<file path="config.mk">
export PLATFORM = sky130hd
export DESIGN_NAME = mem_reader
export DESIGN_NICKNAME = d
export VERILOG_FILES = /design/src/rtl/mem_reader.sv
export SDC_FILE = /design/constraint.sdc
export NUM_CORES = 1
export LEC_CHECK = 0
export ABC_AREA = 1
export BUFFER_PORTS_ARGS = -buffer_cell sky130_fd_sc_hd__buf_2
export CAP_MARGIN = 20
export CELL_PAD_IN_SITES_DETAIL_PLACEMENT = 0
export CELL_PAD_IN_SITES_GLOBAL_PLACEMENT = 1
export CORE_MARGIN = 2
export CORE_UTILIZATION = 36
export DETAILED_ROUTE_END_ITERATION = 12
export PLACE_DENSITY = 0.83
export REMOVE_ABC_BUFFERS = 1
export SYNTH_ARGS = -nofsm -noshare
export SYNTH_HDL_FRONTEND = slang
export SYNTH_SLANG_ARGS = --single-unit
</file>
<file path="constraint.sdc">
create_clock -name clk -period 2.6 [get_ports clk]
set_input_delay 0.26 -clock clk [delete_from_list [all_inputs] [get_ports clk]]
set_output_delay 0.26 -clock clk [all_outputs]
set_load 0.01 [all_outputs]
</file>
<file path="src/rtl/mem_reader.sv">
// Button- or run-triggered single-word memory reader: a debounced press (or run)
// wins the bus, reads one word at the pointer, presents it with a valid pulse.
module mem_reader #(
    parameter int ADDR_WIDTH      = 6,
    parameter int DATA_WIDTH      = 16,
    parameter int DEBOUNCE_CYCLES = 4
) (
    input  logic                  clk,
    input  logic                  rst_n,
    input  logic                  btn_n,
    input  logic                  run,
    input  logic                  load,
    input  logic [ADDR_WIDTH-1:0] start_addr,
    output logic                  bus_req,
    input  logic                  bus_gnt,
    output logic                  mem_we,
    output logic [ADDR_WIDTH-1:0] mem_addr,
    input  logic [DATA_WIDTH-1:0] mem_in,
    output logic [ADDR_WIDTH-1:0] addr_out,
    output logic [DATA_WIDTH-1:0] data_out,
    output logic                  valid,
    output logic [2:0]            dbg_state,
    output logic [ADDR_WIDTH-1:0] dbg_ptr
);

    typedef enum logic [2:0] {
        IDLE    = 3'd0,
        REQ     = 3'd1,
        ADDR    = 3'd2,
        WAIT    = 3'd3,
        CAPTURE = 3'd4
    } state_t;

    localparam int CNT_W = $clog2(DEBOUNCE_CYCLES + 1);
    localparam logic [CNT_W-1:0] DB_LAST = CNT_W'(DEBOUNCE_CYCLES - 1);

    state_t                r_state;
    state_t                w_next;
    logic                  r_sync1;
    logic                  r_sync2;
    logic                  r_btn_lvl;
    logic [CNT_W-1:0]      r_db_cnt;
    logic                  r_press;
    logic [ADDR_WIDTH-1:0] r_ptr;
    logic [ADDR_WIDTH-1:0] r_addr_out;
    logic [DATA_WIDTH-1:0] r_data_out;
    logic                  r_valid;
    logic                  w_db_flip;

    // The debounced level only flips after DEBOUNCE_CYCLES consecutive samples
    // disagreeing with it, so one press event fires per press and a new one
    // needs a fully debounced release first.
    assign w_db_flip = (r_sync2 != r_btn_lvl) && (r_db_cnt == DB_LAST);

    always_ff @(posedge clk or negedge rst_n) begin
        if (!rst_n) begin
            r_sync1   <= 1'b1;
            r_sync2   <= 1'b1;
            r_btn_lvl <= 1'b1;
            r_db_cnt  <= '0;
            r_press   <= 1'b0;
        end else begin
            r_sync1 <= btn_n;
            r_sync2 <= r_sync1;
            r_press <= w_db_flip && !r_sync2;
            if (r_sync2 == r_btn_lvl) begin
                r_db_cnt <= '0;
            end else if (w_db_flip) begin
                r_db_cnt  <= '0;
                r_btn_lvl <= r_sync2;
            end else begin
                r_db_cnt <= r_db_cnt + CNT_W'(1);
            end
        end
    end

    always_ff @(posedge clk or negedge rst_n) begin
        if (!rst_n) begin
            r_state <= IDLE;
        end else begin
            r_state <= w_next;
        end
    end

    // bus_req/bus_gnt: bus_req is held while a read is in flight (REQ, ADDR,
    // WAIT); the bus is ours only in cycles where bus_gnt is sampled high, and
    // losing it in ADDR/WAIT abandons the access and re-requests.
    always_comb begin
        w_next   = r_state;
        bus_req  = 1'b0;
        mem_addr = '0;
        case (r_state)
            IDLE: begin
                if (!load && (r_press || run)) w_next = REQ;
            end
            REQ: begin
                bus_req = 1'b1;
                if (bus_gnt) w_next = ADDR;
            end
            ADDR: begin
                bus_req  = 1'b1;
                mem_addr = r_ptr;
                w_next   = bus_gnt ? WAIT : REQ;
            end
            WAIT: begin
                bus_req  = 1'b1;
                mem_addr = r_ptr;
                w_next   = bus_gnt ? CAPTURE : REQ;
            end
            CAPTURE: begin
                w_next = IDLE;
            end
            default: begin
                w_next = IDLE;
            end
        endcase
    end

    always_ff @(posedge clk or negedge rst_n) begin
        if (!rst_n) begin
            r_ptr      <= '0;
            r_addr_out <= '0;
            r_data_out <= '0;
            r_valid    <= 1'b0;
        end else begin
            r_valid <= (r_state == CAPTURE);
            if (r_state == IDLE && load) begin
                r_ptr <= start_addr;
            end else if (r_state == CAPTURE) begin
                r_data_out <= mem_in;
                r_addr_out <= r_ptr;
                r_ptr      <= r_ptr + ADDR_WIDTH'(1);
            end
        end
    end

    assign mem_we    = 1'b0;
    assign addr_out  = r_addr_out;
    assign data_out  = r_data_out;
    assign valid     = r_valid;
    assign dbg_state = r_state;
    assign dbg_ptr   = r_ptr;

endmodule

</file>
==> impl_results.md <==
* # IOs at 68
* Outcome: complete, no violations
* Post-CTS Repair Setup Buffers at 0
* Clk Latency, worst-skew pair at 0.29 ns
* Die ar. at 5250 um2
* Worst Setup Path Type: register to output pin
* Power Dens Cells at 1210 nW/um2
* Remaining antenna violation count at 0
* Overall Global Routing Usage at 16.0%
* Setup WS post-layout at 0.934 ns
* Post-Place Cell Area at 2050 um2
* Post-Syn Instances at 197
* Met1 wire length at 1.73 mm
* Max_slew headroom at 42.3%
* Setup TNS at 0 ns
* Synth warnings at 0
* Drc violations at 0
* Port buffer count at 66
* DR WL/cell at 12.0 um
* First-pass GRT wire length at 6.55 mm
* Initial drt markers at 82
* Hold-fix buffers at CTS at 0
* Post-synthesis instance area at 1690 um2
* CP startpoint kind: register
* Uppermost layer routed: met4
* Leakage power at 0.00124 uW
* Pin count of the biggest net entering global routing at 40
* Sink Count at 39
* Row count at 24
* Clock skew at 0.00331 ns
* Final Cycle Share at 64.1%
* Clock tree buffer depth at 2
* Number of global-route vias before repair at 1470
* TritonCTS clock tree: yes
* Routability congestion estimate at 0.740
* Die Ht at 72.4 um
* Layout net count at 295
* Sw Pwr at 981 uW
* Critical Path RT at 2.34 ns
* Routed WL at 3.81 mm
* ANT cells at 0
* Hold Path Class: primary input to register
* Clock power frac at 23.0%
* Layout cell share with drive strength beyond 1 at 30.8%
* Mean area per synthesized cell at 8.56 um2
* First-pass DRT Iterations at 4
* Final setup fails at 0
* Initial antenna violation count at 0
* RSZ-0062 raised after global routing: no
* Die X at 72.4 um
* Core area at 4440 um2
* Final Max Tran Viols at 0
* Comb pwr share at 37.5%
* Root buf cell: clkbuf_8
* Internal at 1660 uW
* Starting Density at 38.0%
* Max-cap violation count at 0
* Area Overhead vs Synth at 29.9%
* Crit. End Element: output pin
* WL met2 at 1.72 mm
* Worst Path Max Fanout at 8
* Final Hold Fails at 0
* Vias at 1451
* Fin area at 2190 um2
* Flop pwr share at 39.5%
* Crit path arrival time at 1.41 ns
* Max IR drop VDD at 556 uV
* Share of the yosys chip area belonging to registers at 58.1%
* Final Critical Period at 1.67 ns
* Metal3 WL at 294 um
* Grt total ovfl at 0
* Vias per cell at 4.56
* Worst slew pin tran at 0.866 ns
* Distinct cell type count after synthesis at 24
* Post-CTS Resized at 0
* Dpl ws at 1.00 ns
* Highest clock rate at 600 MHz
* Worst-path clk slew at 0.08 ns
* Cts bufs inserted at 5
* DP HPWL at 2.70 mm
* Number of synthesized register bits at 39
* H-tree levels at 2
* Switching share of power at 37.1%
kinds of logic after synthesis:
group | after synthesis | synth area share [%]
AND/OR/NAND/NOR | 113 | 27.8
AO/OA/AOI/OAI | 15 | 5.04
flip-flops | 39 | 58.1
buffers and inverters | 25 | 6.31
other | 1 | 0.222
XOR/XNOR | 2 | 1.04
adder cells (fa/ha/maj) | 2 | 1.48
layout make-up:
cell class              count  area (um2)
flip-flops and latches     39         980
repair buffers             67         338
fillers                   450        2250
inverters                  19        71.3
clock inverters             3        67.6
multi-input cells         133         601
well taps                  52        65.1
clock buffers               5        68.8
synth_stat cells:
cell type,n,share of area (%)
nand2_1,82,18
dfrtp_1,36,53
inv_1,19,4.2
nor2_1,10,2.2
nand3_1,9,2.7
o21ai_0,7,2.1
buf_2,4,1.2
dfstp_2,3,4.7
nand4_1,3,1.1
nor3_1,3,0.89
a21oi_1,2,0.59
buf_4,2,0.89
ha_1,2,1.5
nand2_2,2,0.74
nor3b_1,2,0.89
o211ai_1,2,0.89
xnor2_1,2,1.0
a31oi_1,1,0.37
conb_1,1,0.22
nor2_4,1,0.67
o21ai_1,1,0.30
o21bai_1,1,0.45
o22ai_1,1,0.37
or2_2,1,0.37
worst paths after layout:
path | to | slack [ns] | depth (start not counted) | from
max in group asynchronous | data_out[8]$_DFFE_PN0P_ | 1.98 | 1 | rst_n
worst min register to register | r_sync2$_DFF_PN1_ | 0.36 | 0 | r_sync1$_DFF_PN1_
worst min-delay path | r_sync1$_DFF_PN1_ | 0.06 | 1 | btn_n
worst max register to register | dbg_ptr[0]$_DFFE_PN0P_ | 1.04 | 6 | dbg_state[0]$_DFFE_PN0P_
min in group asynchronous | addr_out[3]$_DFFE_PN0P_ | 0.07 | 1 | rst_n
worst max-delay path | mem_addr[1] | 0.93 | 4 | dbg_state[2]$_DFFE_PN0P_
metal layers:
layer  track usage, %  up-vias
li1                 -      744
met1             20.4      646
met2             25.6       51
met3             4.86       10
met4             5.97        0
met5                0        -
placed cells by master (no fill, tap or decap), types with 2 or more instances in the layout:
cell and instances:
a21oi_1 2, buf_2 66, bufinv_16 2, clkbuf_8 5, dfrtp_1 36, dfstp_2 3
ha_1 2, inv_1 19, nand2_1 82, nand2_2 2, nand3_1 9, nand4_1 3
nor2_1 10, nor3_1 3, nor3b_1 2, o211ai_1 2, o21ai_0 7, xnor2_1 2
per-stage QoR:
step	hold WS (ns)	power, uW	std cells	utilization [%]
floorplan	-0.0356	1640	191	-
global placement	0.346	2050	310	46.2
detailed placement	0.348	2060	310	46.2
CTS	0.0531	2680	318	49.3
global route	0.0516	2880	318	49.3
finish	0.0589	2640	318	49.3
state kept, by name, indices dropped and copies added, names as in the netlist:
signal     cells
r_sync1        1
data_out      16
r_sync2        1
dbg_state      3
r_db_cnt       3
r_btn_lvl      1
r_press        1
valid          1
dbg_ptr        6
addr_out       6
critical path, cell delays in order, from the launching register on:
cell and delay (ns):
dfrtp_1 0.43, inv_1 0.20, nand2_2 0.16, nor2_1 0.16, buf_2 0.15
power by group through the flow:
| stage | logic (uW) | registers (uW) | clock network, uW |
|---|---|---|---|
| 2_1_floorplan | 489 | 1150 | 0 |
| 3_3_place_gp | 995 | 1050 | 0 |
| 3_5_place_dp | 1010 | 1050 | 0 |
| 4_1_cts | 1010 | 1050 | 623 |
| 5_1_grt | 1150 | 1080 | 649 |
| 6_report | 992 | 1040 | 607 |
Power figures use the tool's default switching activity.
